File: config.mk
export PLATFORM = sky130hd
export DESIGN_NAME = read_burst_issuer
export DESIGN_NICKNAME = d
export VERILOG_FILES = /design/src/rtl/read_burst_issuer.sv
export SDC_FILE = /design/constraint.sdc
export NUM_CORES = 2
export LEC_CHECK = 0
export BUFFER_PORTS_ARGS = -buffer_cell sky130_fd_sc_hd__buf_2
export CORE_AREA = 2 2 556 558
export DETAILED_ROUTE_END_ITERATION = 12
export DIE_AREA = 0 0 558 560
export MAX_ROUTING_LAYER = met4
export REMOVE_ABC_BUFFERS = 1
export SLEW_MARGIN = 20
export SYNTH_ARGS = -nofsm -noshare
export SYNTH_HDL_FRONTEND = slang
export SYNTH_SLANG_ARGS = --single-unit
File: constraint.sdc
create_clock -name aclk -period 21.2 [get_ports aclk]
set_input_delay 4.24 -clock aclk [delete_from_list [all_inputs] [get_ports aclk]]
set_output_delay 4.24 -clock aclk [all_outputs]
set_load 0.03 [all_outputs]
File: src/rtl/read_burst_issuer.sv
// rtl/read_burst_issuer.sv - round-robin AXI4 read burst issuer with per-leaf R steering
//
// Purpose: takes a per-leaf start address and a shared byte count for one run,
// splits each leaf's range into 1 KiB bursts (plus one short tail burst), and
// issues them on a single AR channel in round-robin order. ARID is the owning
// leaf. Returning R beats are routed combinationally to the owning leaf stream.
// A one-cycle done pulse marks the point at which every burst of the run has
// returned its last beat.
//
// Ports:
//   aclk, areset           clock, asynchronous active-high reset
//   read_start             one-cycle pulse: latch read_addr/read_size_in_bytes, begin run
//   read_addr              per-leaf start addresses, leaf 0 in the LSBs
//   read_size_in_bytes     bytes per leaf for this run, multiple of 64
//   busy                   run in progress
//   single_run_read_done   one-cycle pulse at the end of a run
//   start_err              sticky: read_start seen while a run was in progress
//   m_axi_ar*              AR channel master (arsize/arburst fixed at the AXI top)
//   m_axi_r*               R channel master
//   ch_tvalid/tready/tdata per-leaf beat streams; tdata is shared, owner = tvalid bit

module read_burst_issuer #(
  parameter int NUM_READ_CHANNELS  = 4,
  parameter int C_M_AXI_ADDR_WIDTH = 64,
  parameter int C_M_AXI_DATA_WIDTH = 512,
  parameter int C_XFER_SIZE_WIDTH  = 64,
  parameter int C_BURST_SIZE_BYTES = 1024,
  parameter int C_MAX_OUTSTANDING  = 16,
  localparam int ID_W = $clog2(NUM_READ_CHANNELS)
) (
  input  logic                                            aclk,
  input  logic                                            areset,
  input  logic                                            read_start,
  input  logic [NUM_READ_CHANNELS*C_M_AXI_ADDR_WIDTH-1:0] read_addr,
  input  logic [C_XFER_SIZE_WIDTH-1:0]                    read_size_in_bytes,
  output logic                                            busy,
  output logic                                            single_run_read_done,
  output logic                                            start_err,
  output logic                                            m_axi_arvalid,
  input  logic                                            m_axi_arready,
  output logic [C_M_AXI_ADDR_WIDTH-1:0]                   m_axi_araddr,
  output logic [7:0]                                      m_axi_arlen,
  output logic [ID_W-1:0]                                 m_axi_arid,
  input  logic                                            m_axi_rvalid,
  output logic                                            m_axi_rready,
  input  logic [C_M_AXI_DATA_WIDTH-1:0]                   m_axi_rdata,
  input  logic [ID_W-1:0]                                 m_axi_rid,
  input  logic                                            m_axi_rlast,
  output logic [NUM_READ_CHANNELS-1:0]                    ch_tvalid,
  input  logic [NUM_READ_CHANNELS-1:0]                    ch_tready,
  output logic [C_M_AXI_DATA_WIDTH-1:0]                   ch_tdata
);

  localparam int N           = NUM_READ_CHANNELS;
  localparam int AW          = C_M_AXI_ADDR_WIDTH;
  localparam int XW          = C_XFER_SIZE_WIDTH;
  localparam int BEAT_SHIFT  = 6;
  localparam int BURST_SHIFT = $clog2(C_BURST_SIZE_BYTES);
  localparam int OUT_W       = $clog2(C_MAX_OUTSTANDING + 1);
  localparam logic [7:0] FULL_LEN = 8'((C_BURST_SIZE_BYTES >> BEAT_SHIFT) - 1);

  typedef enum logic [1:0] {S_IDLE, S_ISSUE, S_DRAIN, S_DONE} state_t;

  state_t                state_q, state_d;
  logic [AW-1:0]         cursor_q [N];
  logic [AW-1:0]         cursor_d [N];
  logic [XW-1:0]         left_q [N];
  logic [XW-1:0]         left_d [N];
  logic [ID_W-1:0]       chan_ptr_q, chan_ptr_d;
  logic                  has_partial_q, has_partial_d;
  logic [7:0]            last_len_q, last_len_d;
  logic [OUT_W-1:0]      out_q, out_d;
  logic                  start_err_q, start_err_d;

  logic                  ar_fire;
  logic                  r_last_fire;
  logic                  left_empty_d;
  logic [BURST_SHIFT-1:0] size_rem;
  logic [XW-1:0]         size_bursts;
  logic [AW-1:0]         burst_bytes;
  logic [ID_W-1:0]       scan_idx;
  logic                  scan_found;

  assign size_rem    = read_size_in_bytes[BURST_SHIFT-1:0];
  assign size_bursts = (read_size_in_bytes >> BURST_SHIFT) + XW'(|size_rem);
  assign ar_fire     = m_axi_arvalid & m_axi_arready;
  assign r_last_fire = m_axi_rvalid & m_axi_rready & m_axi_rlast;
  assign burst_bytes = (AW'(m_axi_arlen) + AW'(1)) << BEAT_SHIFT;

  // ---------------------------------------------------------------- registers
  always_ff @(posedge aclk or posedge areset) begin
    if (areset) begin
      state_q       <= S_IDLE;
      chan_ptr_q    <= '0;
      has_partial_q <= 1'b0;
      last_len_q    <= '0;
      out_q         <= '0;
      start_err_q   <= 1'b0;
      for (int i = 0; i < N; i++) begin
        cursor_q[i] <= '0;
        left_q[i]   <= '0;
      end
    end else begin
      state_q       <= state_d;
      chan_ptr_q    <= chan_ptr_d;
      has_partial_q <= has_partial_d;
      last_len_q    <= last_len_d;
      out_q         <= out_d;
      start_err_q   <= start_err_d;
      for (int i = 0; i < N; i++) begin
        cursor_q[i] <= cursor_d[i];
        left_q[i]   <= left_d[i];
      end
    end
  end

  // ------------------------------------------------ burst plan and cursors
  always_comb begin
    cursor_d      = cursor_q;
    left_d        = left_q;
    chan_ptr_d    = chan_ptr_q;
    has_partial_d = has_partial_q;
    last_len_d    = last_len_q;
    scan_idx      = chan_ptr_q;
    scan_found    = 1'b0;
    if (state_q == S_IDLE && read_start) begin
      for (int i = 0; i < N; i++) begin
        cursor_d[i] = read_addr[i*AW +: AW];
        left_d[i]   = size_bursts;
      end
      chan_ptr_d    = '0;
      has_partial_d = |size_rem;
      last_len_d    = 8'(size_rem[BURST_SHIFT-1:BEAT_SHIFT]) - 8'd1;
    end else if (ar_fire) begin
      cursor_d[chan_ptr_q] = cursor_q[chan_ptr_q] + burst_bytes;
      left_d[chan_ptr_q]   = left_q[chan_ptr_q] - XW'(1);
      // Scan ptr+1 .. ptr (wrapping); the current channel is visited last so
      // the round order stays ch0..chN-1.
      for (int k = 1; k <= N; k++) begin
        scan_idx = chan_ptr_q + ID_W'(k);
        if (!scan_found && left_d[scan_idx] != '0) begin
          chan_ptr_d = scan_idx;
          scan_found = 1'b1;
        end
      end
    end
  end

  always_comb begin
    left_empty_d = 1'b1;
    for (int i = 0; i < N; i++) begin
      if (left_d[i] != '0) left_empty_d = 1'b0;
    end
  end

  // A stray rlast with nothing in flight (e.g. after a reset) is not counted.
  always_comb begin
    out_d = out_q;
    if (ar_fire && !(r_last_fire && out_q != '0)) begin
      out_d = out_q + OUT_W'(1);
    end else if (!ar_fire && r_last_fire && out_q != '0) begin
      out_d = out_q - OUT_W'(1);
    end
  end

  assign start_err_d = start_err_q | (read_start & (state_q != S_IDLE));

  // ---------------------------------------------------------- FSM next state
  always_comb begin
    state_d = state_q;
    case (state_q)
      S_IDLE:  if (read_start) state_d = S_ISSUE;
      S_ISSUE: if (left_empty_d) state_d = S_DRAIN;
      // Looking at out_d lets done follow the final rlast by one cycle.
      S_DRAIN: if (out_d == '0) state_d = S_DONE;
      S_DONE:  state_d = S_IDLE;
      default: state_d = S_IDLE;
    endcase
  end

  // ---------------------------------------------------------- FSM outputs
  always_comb begin
    busy                 = (state_q != S_IDLE);
    single_run_read_done = (state_q == S_DONE);
    start_err            = start_err_q;
    m_axi_arvalid        = 1'b0;
    m_axi_araddr         = '0;
    m_axi_arlen          = '0;
    m_axi_arid           = '0;
    if (state_q == S_ISSUE) begin
      m_axi_arvalid = (left_q[chan_ptr_q] != '0) && (out_q < OUT_W'(C_MAX_OUTSTANDING));
      m_axi_araddr  = cursor_q[chan_ptr_q];
      m_axi_arid    = chan_ptr_q;
      m_axi_arlen   = (has_partial_q && left_q[chan_ptr_q] == XW'(1)) ? last_len_q : FULL_LEN;
    end
  end

  // ------------------------------------------------------------- R steering
  always_comb begin
    ch_tvalid            = '0;
    ch_tvalid[m_axi_rid] = m_axi_rvalid;
  end

  assign m_axi_rready = ch_tready[m_axi_rid];
  assign ch_tdata     = m_axi_rdata;

endmodule

# After elaboration in Yosys (flattened, before gate mapping)

Cells that the tools add are included.

Muxes and demuxes: 60
Reductions and logical operators: 35
Shift operators: 0
$mul: 0
Order comparisons: 8
Bitwise operators: 10
Divide/modulo/power cells: 0
Add/subtract/negate cells: 10
Eq/ne operators: 8

Operators by type and width:

| cell                    | count |
|---|---|
| $mux W256               | 4 |
| $mux W64                | 14 |
| $bmux W64 S2            | 6 |
| $reduce_bool A64 Y1     | 9 |
| $bwmux W256             | 2 |
| $demux W64 S2           | 1 |
| $add A64 B15 Y64        | 1 |
| $eq A64 B1 Y1 const B   | 1 |
| $sub A64 B1 Y64 const B | 1 |
| $add A54 B1 Y55         | 1 |
| $mux W2                 | 10 |
| $mux W1                 | 16 |
| $mux W8                 | 2 |
| $ge A3 B3 Y1 const B    | 4 |
| $logic_and A1 B1 Y1     | 12 |
| $not A2 Y3              | 4 |
| $mux W5                 | 2 |
| $reduce_or A10 Y1       | 1 |
| $add A8 B1 Y9 const B   | 1 |
| $ne A2 B2 Y1 const B    | 4 |
| $pmux W2 S4             | 1 |
| $reduce_and A3 Y1       | 2 |
| $add A5 B1 Y5 const B   | 1 |
| $logic_not A1 Y1        | 5 |
| other kinds (20)        | 26 |

Memory bits (read-only): 0
Memories: 0
Output and inout bits: 595
Bits in writable memories: 0
Latch bits: 0
Register bits: 531

# Longest topological paths before layout

Word-level depth: 28
Gate-level depth with buffers: 31
Gate-level depth less buffers: 24

# Worst setup path before layout

Ideal clock, no wire load.

Path type: register to output
From: reg chan_ptr_q[1]
To: out m_axi_araddr[10]
Cell stages (with the launch flop): 13
Slack: 11895 ps
Required time: 16960 ps
Arrival: 5065 ps
Cells stage by stage: dfrtp_1 -> buf_2 -> buf_2 -> buf_2 -> buf_2 -> buf_1 -> buf_1 -> clkbuf_1 -> clkbuf_1 -> buf_1 -> clkbuf_1 -> mux4_2 -> and2_1

Word-level cells in the longest chain between the ends: 5

Ends and longest elaborated chain:

| item                                         | line | RTL |
|---|---|---|
| start: declaration                           | 69   | `logic [ID_W-1:0] chan_ptr_q, chan_ptr_d;` |
| start signal: assignment                     | 105  | `chan_ptr_q <= chan_ptr_d;` |
| $not A2 Y3 (implied by the code)             | 192  | `m_axi_araddr = cursor_q[chan_ptr_q];` |
| $bmux W64 S2                                 | 192  |  |
| $mux W64 (implied by the code) (2 in series) | 192  |  |
| $mux W64                                     | 190  | `if (state_q == S_ISSUE) begin` |
| end: declaration                             | 41   | `output logic [C_M_AXI_ADDR_WIDTH-1:0] m_axi_araddr,` |

No other way between the ends. The select of a mux whose other input is x is not followed.

# Final worst setup path

From: reg chan_ptr_q[0]
To: out m_axi_arlen[6]

Word-level cells in the longest chain between the ends: 8

Ends and longest elaborated chain:

| item                                         | line | RTL |
|---|---|---|
| $not A2 Y3 (implied by the code)             | 194  | `m_axi_arlen = (has_partial_q && left_q[chan_ptr_q] == XW'(1)) ? last_len_q : FULL_LEN;` |
| $bmux W64 S2                                 | 194  |  |
| $mux W64 (implied by the code) (2 in series) | 194  |  |
| $eq A64 B1 Y1                                | 194  |  |
| $logic_and A1 B1 Y1                          | 194  |  |
| $mux W8                                      | 194  |  |
| $mux W8                                      | 190  |  |
| end: declaration                             | 42   | `output logic [7:0] m_axi_arlen,` |

No other way between the ends. The select of a mux whose other input is x is not followed.

==> results.yml <==
synthesis:
  synth_cells: 4179
  yosysSeqAreaShare_pct: 35.8
  synth_ff_type: "dfrtp_1"
  synthArstFlopShare_pct: 100
  syn_area_per_cell_sq_um: 8.84
  ys_seq_elements: 528
  synth-warning-count: 0
  syn-cell-area_sq_mm: 0.0369
  synth-edff-count: 0
  netlist-cell-type-count: 89
clocking:
  clockBufferDepth: 3
  clock-root-buffer: "clkbuf_16"
  cts_htree_levels: 3
  cts_tree: "yes"
  path_clk_slew_ns: 0.06
  numCtsBuffers: 67
  cts_resized: 0
  hold_buffers: 0
  cts_sinks: 528
  clk_latency_ns: 0.71
  cts_setup_buffers: 0
sta:
  grt_setup_unrepaired: "no"
  slew_headroom_pct: 16.7
  fin_ws_ns: 9.74
  hold_viol: 0
  worst_slew_pin_slew_ns: 1.25
  finalClockSkew_ns: 0.0482
  setup_viol: 0
  timing.final.crit_period_ns: 11.46
  hold_ws_ns: 0.455
  max_freq_mhz: 87.2
  fin_setup_tns_ns: 0
  slew_viol_final: 0
  min_period_over_period_pct: 54.1
floorplanning:
  ios: 1439
  die-height_microns: 560
  fp.dieW_microns: 558
  die-area_sq_mm: 0.312
  start_util_pct: 12.0
  core_area_sq_mm: 0.307
  num_rows: 204
routing:
  drc_errors: 0
  drtIter0Drc: 5854
  drt-wirelength-per-cell_microns: 56.7
  drtAntennaViolNets: 0
  routed_wl_microns: 464000
  viasPerCell: 4.57
  vias: 37400
  first_pass_iters: 7
global_route:
  grt_pass1_wl_microns: 537000
  gr-usage-all-layers_pct: 29.6
  grt_pass1_vias: 32400
  grt_max_degree: 174
  grt-ovfl-total: 0
  antenna_found_initial: 74
hold_path:
  min_path_type: "reg2reg"
  holdPathStages: 1
setup_path:
  worstReg2RegStart: "chan_ptr_q[0]"
  slowest_stage: "or4_1"
  ff2ff_setup_slack_ns: 10.97
  r2r-end: "cursor_q[48]"
  crit_fanout: 46
  cp.depth: 10
  cp-start-kind: "flip-flop"
  path_delay_family: "simple AND/OR/NAND/NOR gates"
  crit_type: "reg2out"
  required_ns: 16.96
  crit_buf_inv: 4
  crit_chain: "buf_4 -> buf_4 -> mux4_2 -> or4_1 -> or3_1 -> or4_1 -> nor4_2 -> nand3_1 -> inv_1 -> buf_2"
  worstSetupEndpointType: "primary output"
  crit_path_end: "m_axi_arlen[6]"
  startpoint: "chan_ptr_q[0]"
  crit_arrival_ns: 7.22
  max_stage_delay_ns: 1.02
  rr_worst_depth: 24
power:
  p_per_area_mw_per_mm2: 163
  p_total_mw: 6.92
  peakVddDrop_mv: 0.0883
  p_leak_nw: 16.1
cells_and_area:
  instances_no_fill: 8183
  final_common_cell: "dfrtp_1"
  final_util_pct: 13.8
  nNetsFinal: 4838
  multiInputGateArea_sq_mm: 0.0188
  fin_area_sq_mm: 0.0425
  layout_common_cells: "dfrtp_1 (526), nand2_1 (499), buf_2 (414)"
  area_growth_pct: 14.9
  seq_area_sq_mm: 0.0132
  fill_cells: 35100
  drive_gt1_share_pct: 19.7
status:
  status: "completed"
placed_design:
  dp.final_hpwl_microns: 414000
  gp_congestion: 1.18
  dp_slack_ns: 10.31
  port_buffers: 414
  placed_area_sq_mm: 0.0400
  place_inst: 8015
flow_run:
  cap_violations: 0
==> worst min-delay path by stage <==
stage	to	start
floorplan	last_len_q[6]	last_len_q[6]
global placement	start_err	start_err
detailed placement	start_err	start_err
CTS	start_err	start_err
global route	start_err	start_err
finish	start_err	start_err
==> Yosys cell counts (8+ instances only) <==
master / number / share of area (%)
a211oi_1: 44 / 0.89
a21o_1: 44 / 0.89
a21oi_1: 155 / 2.1
a221o_1: 8 / 0.22
a22oi_1: 40 / 0.81
a31oi_1: 64 / 1.1
a41oi_1: 8 / 0.19
and2_1: 82 / 1.4
and3_1: 48 / 0.81
buf_1: 19 / 0.19
buf_2: 17 / 0.23
buf_4: 516 / 10
buf_6: 8 / 0.24
clkbuf_1: 207 / 2.1
dfrtp_1: 528 / 36
ha_1: 28 / 0.95
inv_1: 54 / 0.55
mux2i_1: 82 / 2.2
mux4_2: 129 / 7.9
nand2_1: 502 / 5.1
nand2b_1: 16 / 0.27
nand3_1: 105 / 1.4
nand4_1: 45 / 0.76
nor2_1: 342 / 3.5
nor3_1: 92 / 1.2
nor4_1: 114 / 1.9
o211ai_1: 35 / 0.71
o21a_1: 11 / 0.22
o21ai_0: 323 / 4.4
o21ai_1: 13 / 0.18
o221ai_1: 50 / 1.2
o22ai_1: 29 / 0.49
o31ai_1: 23 / 0.47
or2_2: 17 / 0.29
or3_1: 32 / 0.54
or4_1: 59 / 1.2
xnor2_1: 95 / 2.3
xor2_1: 68 / 1.6
==> power by group <==
group	total (mW)	internal, mW	switching [mW]
Sequential	1.85	1.47	0.375
Combinational	3.85	1.30	2.55
Clock	1.22	0.686	0.530
==> per-layer routing <==
layer,up-vias,GRT usage [%],routed length [microns]
met5,-,-,0
met4,0,3.58,7420
met3,427,41.0,148000
met2,4890,46.2,210000
met1,17800,18.6,97700
li1,14200,-,-
==> sequential cells by signal, indices dropped and copies added, names as in the netlist <==
name	count
last_len_q	5
out_q	5
state_q	2
start_err	1
left_q	256
cursor_q	256
chan_ptr_q	2
has_partial_q	1
==> worst register-to-register path, delay by kind of cell (launching register included) <==
| kind | cells | cell delay (ns) |
|---|---|---|
| muxes | 1 | 0.70 |
| buffers and inverters | 4 | 1.89 |
| adders and majority gates | 2 | 0.58 |
| xor gates and xnor gates | 1 | 0.22 |
| and+or+nand+nor | 8 | 4.01 |
| DFF | 1 | 0.77 |
| AOI/OAI and AO/OA | 8 | 1.96 |
==> cells by family (layout without fill, tap and decap cells) <==
logic type               after synthesis  after routing  share of synthesized area [%]
AO/OA/AOI/OAI                        922            922                           15.7
XOR/XNOR                             163            163                           3.86
adder cells (fa/ha/maj)               30             30                           1.03
buffers and inverters                824            664                           13.9
flip-flops                           528            528                           35.8
multiplexers                         215            215                           10.2
other                                  0             44                              0
AND/OR/NAND/NOR                     1497           1497                           19.5
==> cell type report <==
cell class | instances | area share, %
diodes | 44 | 0.259
clock buffers | 87 | 4.38
clock inverters | 36 | 1.08
inverters | 55 | 0.504
multi-input cells | 2827 | 44.2
flip-flops and latches | 528 | 31.1
well taps | 4120 | 12.1
repair buffers | 486 | 6.32
Note: power is estimated with default switching activity, not from simulation.
